### src/rtl/up_counter_3bit_ctrl_if.sv
`default_nettype none
// ============================================================================
// Module      : up_counter_3bit_ctrl_if
// Description : Control/status bundle between a sequencer client and the
//               up_counter_3bit_ctrl block.
// Revision    : 1.0 - initial release
// ============================================================================
interface up_counter_3bit_ctrl_if #(
    parameter int WIDTH  = 3,
    parameter int PASS_W = 4
);
    logic              start;
    logic [WIDTH-1:0]  length;
    logic [PASS_W-1:0] repeats;
    logic              hold;
    logic              abort;
    logic              auto_reload;
    logic [WIDTH-1:0]  count;
    logic [PASS_W-1:0] pass_idx;
    logic              busy;
    logic              done;

    modport master (
        output start, length, repeats, hold, abort, auto_reload,
        input  count, pass_idx, busy, done
    );

    modport slave (
        input  start, length, repeats, hold, abort, auto_reload,
        output count, pass_idx, busy, done
    );
endinterface
`default_nettype wire

### src/rtl/up_counter_3bit_ctrl.sv
`default_nettype none
// ============================================================================
// Module      : up_counter_3bit_ctrl
// Description : Programmable multi-pass up-counter sequencer with hold,
//               abort, auto-reload and a one-cycle done pulse.
// Revision    : 1.0 - initial release
// ============================================================================
module up_counter_3bit_ctrl #(
    parameter int WIDTH  = 3,
    parameter int PASS_W = 4
) (
    input  wire logic                clk,
    input  wire logic                rst,
    up_counter_3bit_ctrl_if.slave    bus
);

    typedef enum logic [1:0] {
        IDLE = 2'd0,
        RUN  = 2'd1,
        HOLD = 2'd2,
        DONE = 2'd3
    } state_t;

    state_t            r_state;
    logic [WIDTH-1:0]  r_count;
    logic [PASS_W-1:0] r_pass;
    logic [WIDTH-1:0]  r_len;
    logic [PASS_W-1:0] r_reps;
    logic              r_busy;
    logic              r_done;

    logic [PASS_W:0]   w_pass_next;
    logic              w_more_passes;

    // Extra bit keeps pass_idx+1 from wrapping when compared against reps.
    assign w_pass_next   = {1'b0, r_pass} + (PASS_W+1)'(1);
    assign w_more_passes = (w_pass_next < {1'b0, r_reps});

    always_ff @(posedge clk or negedge rst) begin
        if (!rst) begin
            r_state <= IDLE;
            r_count <= '0;
            r_pass  <= '0;
            r_len   <= '0;
            r_reps  <= '0;
            r_busy  <= 1'b0;
            r_done  <= 1'b0;
        end else begin
            case (r_state)
                IDLE: begin
                    r_count <= '0;
                    r_pass  <= '0;
                    if (bus.start && !bus.abort) begin
                        r_len   <= bus.length;
                        r_reps  <= (bus.repeats == '0) ? PASS_W'(1) : bus.repeats;
                        r_state <= RUN;
                        r_busy  <= 1'b1;
                    end
                end

                RUN: begin
                    if (bus.abort) begin
                        r_state <= IDLE;
                        r_count <= '0;
                        r_pass  <= '0;
                        r_busy  <= 1'b0;
                    end else if (bus.hold) begin
                        r_state <= HOLD;
                    end else if (r_count < r_len) begin
                        r_count <= r_count + WIDTH'(1);
                    end else if (w_more_passes) begin
                        r_count <= '0;
                        r_pass  <= w_pass_next[PASS_W-1:0];
                    end else begin
                        r_state <= DONE;
                        r_busy  <= 1'b0;
                        r_done  <= 1'b1;
                    end
                end

                HOLD: begin
                    if (bus.abort) begin
                        r_state <= IDLE;
                        r_count <= '0;
                        r_pass  <= '0;
                        r_busy  <= 1'b0;
                    end else if (!bus.hold) begin
                        r_state <= RUN;
                    end
                end

                DONE: begin
                    r_done  <= 1'b0;
                    r_count <= '0;
                    r_pass  <= '0;
                    if (!bus.abort && bus.auto_reload) begin
                        r_state <= RUN;
                        r_busy  <= 1'b1;
                    end else begin
                        r_state <= IDLE;
                    end
                end

                default: begin
                    r_state <= IDLE;
                    r_count <= '0;
                    r_pass  <= '0;
                    r_busy  <= 1'b0;
                    r_done  <= 1'b0;
                end
            endcase
        end
    end

    assign bus.count    = r_count;
    assign bus.pass_idx = r_pass;
    assign bus.busy     = r_busy;
    assign bus.done     = r_done;

endmodule
`default_nettype wire

### src/flat_wrapper.sv
// flat-port wrapper written by rule: the top's interface ports become plain ports
module up_counter_3bit_ctrl_flat 
#(
    parameter int WIDTH  = 3,
    parameter int PASS_W = 4
)
  (clk, rst, bus_start, bus_length, bus_repeats, bus_hold, bus_abort, bus_auto_reload, bus_count, bus_pass_idx, bus_busy, bus_done);
  up_counter_3bit_ctrl_if #(.WIDTH(WIDTH), .PASS_W(PASS_W)) bus_i ();
  input  wire logic clk;
  input  wire logic rst;
  input wire logic [$bits(bus_i.start)-1:0] bus_start;
  input wire logic [$bits(bus_i.length)-1:0] bus_length;
  input wire logic [$bits(bus_i.repeats)-1:0] bus_repeats;
  input wire logic [$bits(bus_i.hold)-1:0] bus_hold;
  input wire logic [$bits(bus_i.abort)-1:0] bus_abort;
  input wire logic [$bits(bus_i.auto_reload)-1:0] bus_auto_reload;
  output wire logic [$bits(bus_i.count)-1:0] bus_count;
  output wire logic [$bits(bus_i.pass_idx)-1:0] bus_pass_idx;
  output wire logic [$bits(bus_i.busy)-1:0] bus_busy;
  output wire logic [$bits(bus_i.done)-1:0] bus_done;
  assign bus_i.start = bus_start;
  assign bus_i.length = bus_length;
  assign bus_i.repeats = bus_repeats;
  assign bus_i.hold = bus_hold;
  assign bus_i.abort = bus_abort;
  assign bus_i.auto_reload = bus_auto_reload;
  assign bus_count = bus_i.count;
  assign bus_pass_idx = bus_i.pass_idx;
  assign bus_busy = bus_i.busy;
  assign bus_done = bus_i.done;
  up_counter_3bit_ctrl #(.WIDTH(WIDTH), .PASS_W(PASS_W)) u_core (.clk(clk), .rst(rst), .bus(bus_i));
endmodule
### config.mk
export PLATFORM = sky130hd
export DESIGN_NAME = up_counter_3bit_ctrl_flat
export DESIGN_NICKNAME = d
export VERILOG_FILES = /design/src/rtl/up_counter_3bit_ctrl_if.sv /design/src/rtl/up_counter_3bit_ctrl.sv /design/src/flat_wrapper.sv
export SDC_FILE = /design/constraint.sdc
export NUM_CORES = 1
export LEC_CHECK = 0
export BUFFER_PORTS_ARGS = -buffer_cell sky130_fd_sc_hd__buf_2
export CORE_ASPECT_RATIO = 0.7
export CORE_MARGIN = 2
export CORE_UTILIZATION = 50
export CTS_BUF_LIST = sky130_fd_sc_hd__clkbuf_8
export CTS_CLUSTER_DIAMETER = 200
export DETAILED_ROUTE_END_ITERATION = 8
export GPL_TIMING_DRIVEN = 0
export PLACE_DENSITY = 0.7
export SYNTH_ARGS = -nofsm -noshare
export SYNTH_HDL_FRONTEND = slang
export SYNTH_SLANG_ARGS = --single-unit
### constraint.sdc
create_clock -name clk -period 3.4 [get_ports clk]
set_clock_uncertainty 0.15 [all_clocks]
set_input_delay 0.17 -clock clk [delete_from_list [all_inputs] [get_ports clk]]
set_output_delay 0.17 -clock clk [all_outputs]
set_load 0.05 [all_outputs]
# [Yosys cells after proc, flatten, opt, wreduce, memory -nomap -nowiden]
# Cells that the tools add are included.
[classes] add_sub_neg=2 n_mul=0 div_mod_pow=0 order_cmp=2 eq_ne=18 n_shift=0 mux=35 n_bitwise=0 reduce_logical=13
[op_table] cell="4-bit two-way mux" n=6
[op_table] cell="3-bit two-way mux" n=5
[op_table] cell="2-bit two-way mux" n=7
[op_table] cell="1-bit two-way mux" n=12
[op_table] cell="3-bit != test (second input constant)" n=4
[op_table] cell="4-bit case mux with 3 select lines" n=1
[op_table] cell="2-bit != test (second input constant)" n=5
[op_table] cell="3-bit case mux with 3 select lines" n=1
[op_table] cell="4-bit != test (second input constant)" n=2
[op_table] cell="2-bit case mux with 4 select lines" n=1
[op_table] cell="4-bit AND reduction" n=2
[op_table] cell="6-bit AND reduction" n=1
[op_table] cell="4-bit by 1-bit adder with 5-bit output (second input constant)" n=1
[op_table] cell="5-bit by 4-bit less-than comparator with 1-bit output" n=1
[op_table] cell="5-bit AND reduction" n=1
[op_table] cell="2-bit equality test (second input constant)" n=2
[op_table] cell="4-bit zero test" n=1
[op_table] cell="2-bit by 1-bit != test with 1-bit output (second input constant)" n=2
[op_table] cell="4-bit by 2-bit != test with 1-bit output (second input constant)" n=1
[op_table] cell="1-bit case mux with 4 select lines" n=1
[op_table] cell="3-bit by 1-bit adder with 3-bit output (second input constant)" n=1
[op_table] cell="3-bit less-than comparator" n=1
[op_table] cell="3-bit by 2-bit != test with 1-bit output (second input constant)" n=1
[op_table] cell="3-bit AND reduction" n=1
[op_table] cell="8 further kinds" n=9
[totals] reg_bits=18 latchBits=0 ramBits=0 romBits=0 in_bits=13 out_inout_bits=9 wordCells=77 n_memories=0

# [Logic depth before layout (Yosys ltp)]
# Gate-level depths: netlist of the first run.
[depth] ltp_word=7 depth_mapped=8 mapped_depth_nobuf=8

# [Least setup slack after synthesis of the first run]
# OpenSTA, ideal clock, no wires.
[synth_timing] path_kind="register -> register" start="reg u_core.r_pass[0], in the netlist u_core.bus.pass_idx[0]" end="reg u_core.r_pass[2], in the netlist u_core.bus.pass_idx[2]" setup_ns=0.124 arrival_ns=2.268 t_required_ns=3.126 slack_ns=0.858 stages_incl_launch_ff=8 path_buffers=0 synth_period_minus_slack_ns=2.542 path_cell_list="dfrtp_1 -> ha_1 -> ha_1 -> a21boi_0 -> o31ai_2 -> nand3_1 -> a21o_1 -> a211o_1"
[synth_between] elab_chain_len=6 word_cells_on_any_way=9 cone_classes="add/sub (1); order compare (1); eq/ne (1); mux (5); reduce/logical (1)"
[synth_rtl] item="from (decl)" line="up_counter_3bit_ctrl.sv:26" text="logic [PASS_W-1:0] r_pass;"
[synth_rtl] item="from (signal assigned)" line="up_counter_3bit_ctrl.sv:73" text="r_pass <= w_pass_next[PASS_W-1:0];"
[synth_rtl] item="4-bit by 1-bit adder with 5-bit output (*)" line="up_counter_3bit_ctrl.sv:36" text="assign w_pass_next = {1'b0, r_pass} + (PASS_W+1)'(1);"
[synth_rtl] item="branches (longest 5 deep; another with 5-bit by 4-bit less-than comparator with 1-bit output)"
# Every way passes the cells marked *. The select of a mux whose other input is x is not followed.
# A chain may end at the register's enable or synchronous reset.

# [Worst setup path in the final report of the first run]
[layout_timing] start="reg u_core.r_pass[0], in the netlist u_core.bus.pass_idx[0]" end="reg u_core.r_busy, in the netlist u_core.bus.busy"
[layout_between] elab_chain_len=4
[layout_rtl] item="4-bit by 1-bit adder with 5-bit output" line="up_counter_3bit_ctrl.sv:36"
[layout_rtl] item="5-bit by 4-bit less-than comparator with 1-bit output" line="up_counter_3bit_ctrl.sv:37" text="assign w_more_passes = (w_pass_next < {1'b0, r_reps});"
[layout_rtl] item="3-bit != test (no source line)"
[layout_rtl] item="6-bit AND reduction (no source line)"
[layout_rtl] item="to (signal assigned)" line="up_counter_3bit_ctrl.sv:46" text="r_busy <= 1'b0;"
[layout_rtl] item="to (signal assigned)" line="up_counter_3bit_ctrl.sv:57" text="r_busy <= 1'b1;"
[layout_rtl] item="to (signal assigned)" line="up_counter_3bit_ctrl.sv:66" text="r_busy <= 1'b0;"
[layout_rtl] item="to (decl)" line="up_counter_3bit_ctrl.sv:29" text="logic r_busy;"
# Every way passes these cells.

==> out/metrics.yaml, run 1 <==
outcome: "finished clean"
swShare_pct: 41.5
track_usage_pct: 21.1
power_w: 0.000953
fin_hold_ws_ns: 0.00836
max_stage_delay_ns: 0.43
port_buffers: 19
internal_power_w: 0.000558
cts_resized: 0
clock_latency_ns: 0.25
antenna_found_initial: 0
final-hold-violation-count: 0
avgViaCountPerCell: 5.32
synthDistinctLibCells: 37
synth_seq_area_share_pct: 39.9
final_cell_mix: "buf_2, dfrtp_1, inv_1"
clkPwrFrac_pct: 15.1
syn_inst: 114
drtIter0Drc: 30
path_max_fanout: 7
clockRootBuffer: "clkbuf_8"
rsz0062_at_grt: "false"
finalNonFillerCells: 171
cp-end-kind: "flop"
dieWidth_um: 60.8
syn-cell-area_um2: 1130
die_h_um: 43.8
path_clk_slew_ns: 0.06
drive_gt1_share_pct: 25.2
final_common_cell: "buf_2"
nNetsFinal: 165
tightest_slew_ns: 0.390
placed_cells: 165
numCtsBuffers: 3
fin_tns_setup_ns: 0
gp_congestion: 0.898
slew_headroom_pct: 73.9
seqPwrFrac_pct: 34.9
grtUsageMet1_pct: 27.1
grt_overflow_total: 0
rows: 14
cp.required_ns: 3.42
die_area_um2: 2660
cts.sinks: 18
ant_nets: 0
cts_tree: "built"
via_count: 909
core_area_um2: 2140
powerDensity_nw_per_um2: 714
grt_max_degree: 19
grt.busiest_layer: "met2"
p_leak_nw: 0.667
io_pins: 22
r2r_slack_ns: 0.90
htree_levels: 1
synth-seq-cells: 18
drt-total-wl_um: 2230
period_needed_ns: 2.50
clockBufferDepth: 2
syn_area_per_cell_um2: 9.90
syn2layout_area_growth_pct: 18.3
grt_pass1_vias: 914
fin_crit_sh_pct: 73.4
utilization_pct: 62.5
grt_first_pass_wirelength_um: 4070
syn_nets: 138
drt_pass1_iterations: 4
cpMaxStageDelayCell: "dfrtp_1"
cp_cell_sequence: "ha_1, xor2_1, ha_1, o21a_1, o31ai_2, a21bo_4, a211oi_1, mux2i_1"
cap_violations: 0
cp-start-kind: "flop"
antenna_cells: 0
power_frac_comb_pct: 50.0
critical_path_class: "flop to flop"
yosysWarnings: 0
synth_enable_flop_cells: 0
crit_top_cell: "ha_1"
hold_buffers: 3
drv_slew: 0
async_reset_ff_share_pct: 100
hold_path_class: "input pin to flop"
initial_core_util_pct: 52.8
synthFlopType: "dfrtp_1"
drcViolationCount: 0
switchingPower_w: 0.000396
finalSetupViolations: 0
grtUsageMet2_pct: 33.8
peakVddDrop_v: 0.000331
wl_per_cell_um: 13.0
grtUsageMet3_pct: 6.27
post_cts_buffers: 0
fmax_ghz: 0.401
detailed_place_hpwl_um: 1760
critPathArrivalTime_ns: 2.52
-- path summary, 6_finish.rpt --
kind	start	end	cells after the start
min in group asynchronous	rst	u_core.bus.pass_idx[0]	2
max in group asynchronous	rst	u_core.bus.done	2
worst max register to register	u_core.bus.pass_idx[0]	u_core.bus.busy	8
worst min-delay path	bus_length[0]	u_core.r_len[0]	2
worst max-delay path	u_core.bus.pass_idx[0]	u_core.bus.busy	8
worst min register to register	u_core.r_reps[0]	u_core.r_reps[0]	2
-- Yosys cell counts (all sizes together), types with 3 or more instances --
| cell | number | area, µm² |
|---|---|---|
| nand3 | 3 | 15.0 |
| dfrtp | 18 | 450 |
| ha | 11 | 138 |
| inv | 14 | 52.6 |
| a21oi | 6 | 30.0 |
| o21ai | 4 | 23.8 |
| nand2 | 9 | 33.8 |
| nor2 | 5 | 18.8 |
| mux2 | 8 | 90.1 |
-- sequential cells by signal, indices dropped and copies added (netlist names) --
register / flops
u_core.bus.count: 3
u_core.r_len: 3
u_core.bus.done: 1
u_core.r_state: 2
u_core.r_reps: 4
u_core.bus.busy: 1
u_core.bus.pass_idx: 4
-- worst max-delay path: cells and delay by family, from the launching register on --
kind,cells,cell delay (ns)
xor+xnor,1,0.18
flops,1,0.43
compound gates,4,0.85
fa+ha+maj,2,0.56
mux,1,0.24
-- through the flow --
step / instance area [µm²] / setup slack [ns]
floorplan: 1130 / 0.858
global placement: 1260 / 0.999
detailed placement: 1260 / 0.927
CTS: 1340 / 0.914
global route: 1340 / 0.736
finish: 1340 / 0.904
-- power groups by stage --
stage               Combinational (W)  Clock [W]  Sequential [W]
floorplan                    0.000314          0        0.000385
global placement             0.000452          0        0.000333
detailed placement           0.000474          0        0.000337
CTS                          0.000478   0.000148        0.000334
global route                 0.000538   0.000157        0.000344
finish                       0.000476   0.000144        0.000333
-- area by class of cell --
class                      count  area (µm²)
multi-input combinational     80         618
inverter                      14        52.6
sequential                    18         450
tap                           32        40.0
clock buffer                   3        41.3
fill                         201         802
buffer                         2        7.51
timing repair buffer          22         125
-- layer usage --
metal | part of all wire [%] | wire length (µm)
met5 | 0 | 0
met4 | 1.7 | 37
met3 | 3.8 | 84
met2 | 45 | 1010
met1 | 49 | 1100
-- kinds of logic (layout without fill, tap and decap cells) --
logic type	Yosys count	count (layout)	synth area share (%)
AOI/OAI and AO/OA	30	30	19.8
and+or+nand+nor	28	28	12.3
muxes	9	9	8.87
xor gates and xnor gates	2	2	1.55
buffers and inverters	16	41	5.32
adders and majority gates	11	11	12.2
DFF	18	18	39.9
(Power assumes the default switching activity.)
==> inputs of run 2 (changes only) <==
- ABC_AREA: default -> 1
- PLACE_DENSITY: 0.7 -> 0.73
- clock period: 3.4 -> 2.2 ns (I/O delays scaled with it)
==> run 2 against run 1 <==
Net effect: global-route usage increased by 0.10 points; non-clock buffer count increased by 8; clock power increased by 67%; worst hold slack improved by 0.028 ns; setup slack got worse by 0.79 ns; synthesized cell count increased by 24%; sequential power increased by 67%; sequential cell count unchanged; largest power group unchanged; clock-buffer cell count unchanged.
==> out/metrics.yaml, run 2 <==
gp_congestion: 0.831  # -7.5%
via_count: 1031  # +13%
numCtsBuffers: 3  # unchanged
critical_path_class: "flop to flop"
synthFlopType: "dfrtp_1"
hold_path_class: "input pin to flop"
port_buffers: 21  # +2
netlist.area_leader.share_pct: 39.6  # -0.35 points
synth_top_area_cell: "dfrtp_1"
drv_slew: 0  # unchanged
utilization_pct: 66.7  # +4.2 points
fmax_ghz: 0.480  # +20%
synthTopCellsByCount: "nand2_1, dfrtp_1, inv_1"
cp-start-kind: "flop"
clockRootBuffer: "clkbuf_8"
drive_gt1_share_pct: 27.8  # +2.7 points
cp-end-kind: "flop"
fin_tns_setup_ns: 0  # unchanged
synth_seq_area_share_pct: 39.6  # -0.35 points
syn-cell-area_um2: 1140  # +0.89%
powerDensity_nw_per_um2: 1290  # +81%
slew_headroom_pct: 72.1  # -1.7 points
die_area_um2: 2680  # +0.81%
syn_area_per_cell_um2: 8.08  # -18%
die_h_um: 43.9  # +0.40%
drt-met1-wl_um: 1030  # -6.1%
antenna_found_initial: 0  # unchanged
top_layer: "met4"
finalSetupViolations: 0  # unchanged
rows: 14  # unchanged
peakVddDrop_v: 0.000901  # +170%
cap_violations: 0  # unchanged
path_clk_slew_ns: 0.08  # +0.02 ns
synthDistinctLibCells: 27  # -27%
dr_wl_met3_um: 96  # +14%
outcome: "finished clean"
period_needed_ns: 2.08  # -0.412 ns
synth-seq-cells: 18  # unchanged
synth_enable_flop_cells: 0  # unchanged
avgViaCountPerCell: 4.96  # -6.8%
final_cell_mix: "nand2_1, buf_2, inv_1"
p_leak_nw: 0.791  # +19%
ant_nets: 0  # unchanged
clock_latency_ns: 0.26  # about the same
io_pins: 22  # unchanged
clockBufferDepth: 2  # unchanged
drcViolationCount: 0  # unchanged
track_usage_pct: 21.2  # +0.10 points
nNetsFinal: 201  # +22%
synth_most_common_cell: "nand2_1"
syn_inst: 141  # +24%
finalNonFillerCells: 208  # +22%
antenna_cells: 0  # unchanged
fillers: 186  # -7.5%
grt_pass1_vias: 1006  # +10%
multi_input_comb_area_um2: 611  # -1.2%
critPathArrivalTime_ns: 2.09  # -0.43 ns
cts.sinks: 18  # unchanged
path_max_fanout: 8  # +1
drtIter0Drc: 30  # unchanged
htree_levels: 1  # unchanged
synth.area.top_cells: "dfrtp_1, nand2_1, ha_1"
grt_first_pass_wirelength_um: 4170  # +2.5%
final-hold-violation-count: 0  # unchanged
seqCellArea_um2: 453  # +0.56%
async_reset_ff_share_pct: 100  # unchanged
initial_core_util_pct: 52.8  # about the same
dieWidth_um: 61.0  # +0.41%
drt-total-wl_um: 2390  # +7.3%
syn2layout_area_growth_pct: 26.2
wl_per_cell_um: 11.5  # -12%
fin_crit_sh_pct: 94.7  # +21 points
placed_cells: 194  # +18%
syn_nets: 165  # +20%
final_common_cell: "nand2_1"
yosysWarnings: 0  # unchanged
cts_tree: "built"
grt_max_degree: 19  # unchanged
wl_met2_um: 1230  # +23%
core_area_um2: 2150  # +0.82%
tightest_slew_ns: 0.418  # +0.0284 ns
power_w: 0.00186  # +95%
detailed_place_hpwl_um: 1730  # -1.9%
drt_pass1_iterations: 4  # unchanged
cp.required_ns: 2.21  # -1.21 ns
grt_overflow_total: 0  # unchanged
[run 2: repair_timing]
item,in CTS,in global routing
buffers inserted,0,2
gates resized for setup,0,4
endpoints found under the setup margin,0,9
hold buffers,8,0
endpoints found under the hold margin,25,0
[run 2: per-stage QoR]
| step | setup WS (ns) | hold WS (ns) | area [µm²] |
|---|---|---|---|
| floorplan | 0.0808 | -0.336 | 1140 |
| global placement | 0.154 | -0.0859 | 1290 |
| detailed placement | 0.0985 | -0.0721 | 1290 |
| CTS | 0.0782 | 0.0323 | 1410 |
| global route | -0.00217 | 0.0489 | 1440 |
| finish | 0.116 | 0.0363 | 1440 |
[run 2: metal layers]
layer  vias up  GRT usage (%)
li1        526              -
met1       481           25.5
met2        20           35.7
met3         4           8.06
met4         0           5.22
met5         -              0
[run 2: cells by family after synthesis]
| group | Yosys count | synth area share (%) |
|---|---|---|
| AND/OR/NAND/NOR | 67 | 27.3 |
| buffers and inverters | 23 | 7.69 |
| AO/OA/AOI/OAI | 19 | 10.9 |
| flip-flops | 18 | 39.6 |
| adder cells (fa/ha/maj) | 11 | 12.1 |
| XOR/XNOR | 2 | 1.54 |
| multiplexers | 1 | 0.989 |
[run 2: worst max-delay path, cell delays in order (launching register included)]
cell and delay, ns:
dfrtp_2 0.42, ha_2 0.20, xor2_1 0.18, ha_1 0.33, nand2_1 0.06, nand2_1 0.04, nand3_1 0.08, nand3_2 0.13
nand2_2 0.12, nand3_4 0.12, nand2_1 0.11, o21ai_2 0.05
[run 2: layout make-up]
cell class,count,share of cell area [%]
Multi-Input combinational cell,100,42.5
Sequential cell,18,31.5
Timing Repair Buffer,31,13.9
Inverter,22,5.75
Clock buffer,3,2.87
Tap cell,32,2.79
Buffer,1,0.348
Clock inverter,1,0.261
[run 2: power by group]
| part | leakage (nW) | internal [W] | switching (W) |
|---|---|---|---|
| Clock | 0.0269 | 0.000124 | 0.000116 |
| Combinational | 0.539 | 0.000365 | 0.000697 |
| Sequential | 0.225 | 0.000465 | 0.0000899 |
| Total | 0.791 | 0.000955 | 0.000903 |
[run 2: worst paths after layout]
kind / start / endpoint / slack (ns) / depth (start not counted)
worst max-delay path: u_core.bus.pass_idx[0] / u_core.bus.pass_idx[0] / 0.12 / 11
worst min-delay path: bus_abort / u_core.bus.pass_idx[2] / 0.04 / 4
worst max register to register: u_core.bus.pass_idx[0] / u_core.bus.pass_idx[0] / 0.12 / 11
worst min register to register: u_core.bus.busy / u_core.bus.busy / 0.32 / 2
max in group asynchronous: rst / u_core.bus.pass_idx[1] / 1.43 / 2
min in group asynchronous: rst / u_core.r_reps[0] / 0.16 / 2
